--- src/rtl/iterative_divider.sv ---
// Radix-2 restoring divider: DOUT_W-bit dividend / DIN_W-bit divisor, one quotient bit per clock.
// Define ITERATIVE_DIVIDER_OVF_EN to flag quotients that do not fit in DIN_W bits on ovf_o.
module iterative_divider #(
    parameter int DIN_W  = 8,
    parameter int DOUT_W = 2 * DIN_W
) (
    input  logic              clk,
    input  logic              rst_n,
    input  logic              in_valid_i,
    output logic              in_ready_o,
    input  logic [DOUT_W-1:0] dividend_i,
    input  logic [DIN_W-1:0]  divisor_i,
    output logic              out_valid_o,
    input  logic              out_ready_i,
    output logic [DOUT_W-1:0] quotient_o,
    output logic [DIN_W-1:0]  remainder_o,
    output logic              div_by_zero_o,
    output logic              ovf_o
);

    localparam int CNT_W = (DOUT_W > 1) ? $clog2(DOUT_W) : 1;

    localparam logic [1:0] IDLE = 2'd0;
    localparam logic [1:0] CALC = 2'd1;
    localparam logic [1:0] DONE = 2'd2;

    logic [1:0]        state_q;
    logic [CNT_W-1:0]  cnt_q;
    logic [DOUT_W-1:0] work_q;     // dividend bits shift out of the MSB, quotient bits in at the LSB
    logic [DIN_W:0]    rem_q;
    logic [DIN_W-1:0]  divisor_q;

    logic [DIN_W:0]    rem_sh;
    logic [DIN_W:0]    rem_nxt;
    logic              ge;
    logic [DOUT_W-1:0] work_nxt;

    assign in_ready_o  = (state_q == IDLE);
    assign out_valid_o = (state_q == DONE);

    always_comb begin
        rem_sh   = (rem_q << 1) | {{DIN_W{1'b0}}, work_q[DOUT_W-1]};
        ge       = (rem_sh >= {1'b0, divisor_q});
        rem_nxt  = ge ? (rem_sh - {1'b0, divisor_q}) : rem_sh;
        work_nxt = {work_q[DOUT_W-2:0], ge};
    end

    always_ff @(posedge clk or negedge rst_n) begin
        if (!rst_n) begin
            state_q       <= IDLE;
            cnt_q         <= '0;
            work_q        <= '0;
            rem_q         <= '0;
            divisor_q     <= '0;
            quotient_o    <= '0;
            remainder_o   <= '0;
            div_by_zero_o <= 1'b0;
        end else begin
            case (state_q)
                IDLE: begin
                    if (in_valid_i) begin
                        work_q    <= dividend_i;
                        divisor_q <= divisor_i;
                        if (divisor_i == '0) begin
                            state_q       <= DONE;
                            quotient_o    <= '1;
                            remainder_o   <= dividend_i[DIN_W-1:0];
                            div_by_zero_o <= 1'b1;
                        end else begin
                            state_q <= CALC;
                            cnt_q   <= CNT_W'(DOUT_W - 1);
                            rem_q   <= '0;
                        end
                    end
                end
                CALC: begin
                    rem_q  <= rem_nxt;
                    work_q <= work_nxt;
                    if (cnt_q == '0) begin
                        state_q       <= DONE;
                        quotient_o    <= work_nxt;
                        remainder_o   <= rem_nxt[DIN_W-1:0];
                        div_by_zero_o <= 1'b0;
                    end else begin
                        cnt_q <= cnt_q - CNT_W'(1);
                    end
                end
                DONE: begin
                    if (out_ready_i) begin
                        state_q <= IDLE;
                    end
                end
                default: state_q <= IDLE;
            endcase
        end
    end

`ifdef ITERATIVE_DIVIDER_OVF_EN
    logic load_zero;
    logic calc_last;
    logic ovf_q;

    assign load_zero = (state_q == IDLE) && in_valid_i && (divisor_i == '0);
    assign calc_last = (state_q == CALC) && (cnt_q == '0);

    always_ff @(posedge clk or negedge rst_n) begin
        if (!rst_n) begin
            ovf_q <= 1'b0;
        end else if (load_zero) begin
            ovf_q <= 1'b1;
        end else if (calc_last) begin
            ovf_q <= |work_nxt[DOUT_W-1:DIN_W];
        end
    end

    assign ovf_o = ovf_q;
`else
    assign ovf_o = 1'b0;
`endif

endmodule
--- config.mk ---
export PLATFORM = sky130hd
export DESIGN_NAME = iterative_divider
export DESIGN_NICKNAME = d
export VERILOG_FILES = /design/src/rtl/iterative_divider.sv
export SDC_FILE = /design/constraint.sdc
export NUM_CORES = 1
export LEC_CHECK = 0
export BUFFER_PORTS_ARGS = -buffer_cell sky130_fd_sc_hd__buf_2
export CAP_MARGIN = 20
export CORE_MARGIN = 2
export CORE_UTILIZATION = 56
export DETAILED_ROUTE_END_ITERATION = 12
export PLACE_DENSITY = 0.79
export SYNTH_ARGS = -nofsm -noshare
export SYNTH_HDL_FRONTEND = slang
export SYNTH_SLANG_ARGS = --single-unit
export TNS_END_PERCENT = 100
--- constraint.sdc ---
create_clock -name clk -period 2.4 [get_ports clk]
set_input_delay 0.12 -clock clk [delete_from_list [all_inputs] [get_ports clk]]
set_output_delay 0.12 -clock clk [all_outputs]
set_load 0.02 [all_outputs]
# --- After elaboration in Yosys (flattened, before gate mapping) ---
# Index checks and enable logic that the tools add are counted.
word_totals:
  input_bits: 28
  reg_bits: 63
  output_inout_bits: 28
  elab_cells: 57
op_classes:
  n_reduce_logical: 10
  muxes: 27
  addsub: 2
  n_eq_ne: 8
  n_bitwise: 1
  n_lt_le_gt_ge: 1
op_table:
  columns: ["cell", "count"]
  rows:
  - ["2-to-1 mux 16 bit", 4]
  - ["one-hot mux 16 bit (2 select lines)", 2]
  - ["2-to-1 mux 8 bit", 6]
  - ["one-hot mux 8 bit (2 select lines)", 2]
  - ["2-to-1 mux 4 bit", 3]
  - [">= comparator 9 x 8 -> 1 bit", 1]
  - ["bitwise OR 9 x 1 -> 9 bit", 1]
  - ["logical NOT 8 bit", 1]
  - ["2-to-1 mux 2 bit", 4]
  - ["inequality test 2 bit (second input constant)", 4]
  - ["one-hot mux 4 bit (2 select lines)", 1]
  - ["AND reduction 4 bit", 2]
  - ["subtractor 8 bit", 1]
  - ["one-hot mux 2 bit (3 select lines)", 1]
  - ["AND reduction 3 bit", 2]
  - ["logical NOT 4 bit", 1]
  - ["inequality test 2 x 1 -> 1 bit (second input constant)", 2]
  - ["AND reduction 2 bit", 2]
  - ["subtractor 4 x 1 -> 4 bit (second input constant)", 1]
  - ["2-to-1 mux 1 bit", 3]
  - ["equality test 2 x 1 -> 1 bit (second input constant)", 1]
  - ["equality test 2 bit (second input constant)", 1]
  - ["logical NOT 2 bit", 1]
  - ["one-hot mux 1 bit (2 select lines)", 1]
  - ["nonzero test 2 bit", 1]

# --- Longest topological paths before layout ---
depth:
  ltp_word: 5
  mapped_depth: 8
  ltp_nobuf: 8

# --- Worst setup path before layout ---
# No wires, ideal clock.
synth_timing:
  kind: "reg-to-reg"
  startpoint: "reg work_q[15]"
  endpoint: "reg rem_q[6]"
  setup_slack_ns: 0.506
  path_stages_with_launch: 9
  path_buffers: 0
  period_less_slack_ns: 1.894
  arrival_ns: 1.812
  cell_sequence: "dfrtp_1 -> inv_1 -> ha_1 -> fa_1 -> nand2b_1 -> a21boi_0 -> mux2i_1 -> o22ai_1 -> o21ai_0"
synth_via:
  elab_chain_len: 4
  word_cells_on_any_way: 5
  cone_classes: "add/sub: 1; order compare: 1; mux: 2; bitwise: 1"
synth_rtl:
  columns: ["element", "line_no", "source"]
  rows:
  - ["from (decl)", "29", "logic [DOUT_W-1:0] work_q;"]
  - ["from (signal assigned)", "62", "work_q <= dividend_i;"]
  - ["from (signal assigned)", "78", "work_q <= work_nxt;"]
  - ["bitwise OR 9 x 1 -> 9 bit *", "42", "rem_sh = (rem_q << 1) | {{DIN_W{1'b0}}, work_q[DOUT_W-1]};"]
  - ["subtractor 8 bit or >= comparator 9 x 8 -> 1 bit (tied branches)", "44, 43", null]
  - ["2-to-1 mux 8 bit *", "44", "rem_nxt = ge ? (rem_sh - {1'b0, divisor_q}) : rem_sh;"]
  - ["one-hot mux 8 bit (2 select lines) *", "59", "case (state_q)"]
  - ["to (signal assigned)", "77", "rem_q <= rem_nxt;"]
  - ["to (decl)", "30", "logic [DIN_W:0] rem_q;"]
# Every way passes the cells marked *; elsewhere a longest branch is shown, timed or not.
# A chain may end at the register's enable or synchronous reset.

# --- Final worst setup path ---
# Same ends and word-level chain as after synthesis.

==> impl_metrics.json <==
{
  "wl_per_cell_um": 16.0,
  "grt_pass1_vias": 2715,
  "cts.clk_slew.worst_paths_ps": 70,
  "vias": 2999,
  "cts_sinks": 63,
  "cp.required_ps": 2660,
  "start_util_pct": 57.1,
  "p_sw_share_pct": 43.8,
  "cts_max_path_buffers": 2,
  "max_cap_viol_count": 0,
  "drv_slew": 0,
  "grt_usage_pct": 26.5,
  "seq_area_frac_synth_pct": 47.2,
  "combPwrFrac_pct": 49.7,
  "p_int_w": 0.00303,
  "status": "complete, no violations",
  "cts_root_buffer": "clkbuf_8",
  "period_minus_slack_ps": 2140,
  "ys_ff_latch": 63,
  "setup_violations": 0,
  "antenna_found_initial": 0,
  "avgSynthCellArea_um2": 9.01,
  "synth.most_common_cell": "dfrtp_1",
  "ant_nets": 0,
  "synth_top_cells_by_count": "dfrtp_1 (63), nand2_1 (60), nor2_1 (43)",
  "rsz0062_at_grt": "no",
  "power_w": 0.00540,
  "grt-ovfl-total": 0,
  "post_cts_buffers": 0,
  "period_share_pct": 89.0,
  "drc": 0,
  "ys_async_sr_fraction_pct": 100,
  "syn_to_final_growth_pct": 15.7,
  "leakage_nw": 1.74,
  "hold_viol": 0,
  "critPathMaxFanout": 4,
  "core_area_um2": 5850,
  "num_io_pins": 56,
  "vias_per_cell": 5.94,
  "clk_latency_ps": 340,
  "synth_top_area_share_pct": 47.2,
  "ir_worst_vdd_mv": 0.785,
  "power_frac_seq_pct": 33.0,
  "grt_pass1_wl_um": 13100,
  "gp_congestion": 0.964,
  "maxSlewHeadroom_pct": 60.2,
  "critPathLaunchType": "flop",
  "synth_top_area_cell": "dfrtp_1",
  "synth_fp_nets": 409,
  "drive_gt1_share_pct": 22.1,
  "cts_htree_levels": 3,
  "die_height_um": 81.3,
  "hp-class": "in2reg",
  "n_antenna_cell": 0,
  "ys_top_cells_by_area": "dfrtp_1 (47%), nand2_1 (6.7%), a31oi_1 (5.1%), nor2_1 (4.8%), a21oi_1 (3.7%)",
  "dieWidth_um": 81.3,
  "setup_slack_ps": 263,
  "grt_max_degree": 33,
  "hpwlAfterDp_um": 5850,
  "power.density_nw_per_um2": 1400,
  "worst-setup-path-type": "reg2reg",
  "power_frac_clock_pct": 17.3,
  "fin_skew_ps": 5.23,
  "switching_power_w": 0.00236,
  "port_buffers": 54,
  "dp_slack_ps": 324,
  "rows": 28,
  "cts.repair.resized": 0,
  "tightest_slew_ps": 596,
  "cts_tree": "yes",
  "fmax_ghz": 0.468,
  "worstSetupEndpointType": "flop",
  "die_area_um2": 6600,
  "timing.setup.tns_ps": 0,
  "drt-pass1-iter-count": 5,
  "synth_cells": 371,
  "initialDrtViolationCount": 184,
  "syn_area_um2": 3340,
  "drt_wl_total_um": 8070,
  "yosysWarnings": 0,
  "synthFlopType": "dfrtp_1",
  "cp.arrival_ps": 2400,
  "final_nets": 464,
  "ys_types": 57,
  "cts_made_buffers": 9,
  "synth-edff-count": 0
}
## critical path, cell delays in order, from the launching register on
cell	delay, ps
dfrtp_1	390
inv_1	60
ha_1	200
fa_1	400
nand2b_1	200
a21boi_0	320
mux2i_1	230
o22ai_1	110
o21ai_0	150
## power groups by stage
stage	combinational, W	sequential (W)	clock (W)
finish	0.00268	0.00178	0.000934
floorplan	0.00196	0.00184	0
CTS	0.00267	0.00178	0.000944
global route	0.00299	0.00183	0.00100
global placement	0.00258	0.00178	0
detailed placement	0.00265	0.00180	0
## placed cells by master (no fill, tap or decap), types with 7 or more instances in the layout
cell | Yosys | final
nand4_1 | 7 | 7
buf_2 | 4 | 54
buf_4 | 2 | 11
o21ai_0 | 15 | 15
inv_1 | 14 | 14
a31oi_1 | 27 | 27
nand2_1 | 60 | 60
dfrtp_1 | 63 | 63
a21oi_1 | 25 | 25
ha_1 | 9 | 9
clkbuf_8 | 1 | 11
nor2_1 | 43 | 43
o22a_1 | 7 | 7
## layer usage
metal  vias up  GRT usage, %  wire length, µm
met3        14          5.11              480
met1      1432          37.0             3690
li1       1437             -                -
met2       116          40.2             3710
met5         -             0                0
met4         0          12.0              191
## path summary, 6_finish.rpt
kind	to	from	cells after the start	slack (ps)
max	rem_q[6]	work_q[15]	8	260
min	divisor_q[7]	divisor_i[7]	3	20
max reg2reg	rem_q[6]	work_q[15]	8	260
min reg2reg	quotient_o[1]	quotient_o[1]	1	480
max in group asynchronous	divisor_q[1]	rst_n	3	1410
min in group asynchronous	quotient_o[3]	rst_n	2	290
## per-stage QoR
stage	std cells	utilization, %	instance area (µm²)	hold WS [ps]
2_1_floorplan	371	-	3340	-176
3_3_place_gp	489	62.5	3660	135
3_5_place_dp	489	62.5	3660	140
4_1_cts	505	66.1	3870	15.2
5_1_grt	505	66.1	3870	25.5
6_report	505	66.1	3870	23.2
## state kept, by name, summed over array words and instances (netlist names)
register,cells
divisor_q,8
rem_q,8
state_q,2
div_by_zero_o,1
remainder_o,8
work_q,16
quotient_o,16
cnt_q,4
## what timing repair did
| action | 4_1_cts | 5_1_grt |
|---|---|---|
| hold buffers | 1 | 0 |
| setup endpoints to repair | 0 | 0 |
| endpoints found under the hold margin | 23 | 0 |
## kinds of logic (layout without fill, tap and decap cells)
kind of cell,count (synthesis),count (layout),synth area share (%)
other cells,1,1,0.112
compound gates,108,108,21.1
fa+ha+maj,10,10,3.97
simple gates,151,151,21.5
flops,63,63,47.2
mux,1,1,0.300
buf+inv,36,95,5.65
xor+xnor,1,1,0.262
## cell type report
| cell class | count | area [µm²] |
|---|---|---|
| Clock inverter | 3 | 42.5 |
| Fill cell | 499 | 1980 |
| Inverter | 14 | 52.6 |
| Sequential cell | 63 | 1580 |
| Tap cell | 75 | 93.8 |
| Clock buffer | 12 | 155 |
| Timing Repair Buffer | 66 | 363 |
| Multi-Input combinational cell | 272 | 1580 |
No activity file was read; power rests on OpenSTA's default activity.
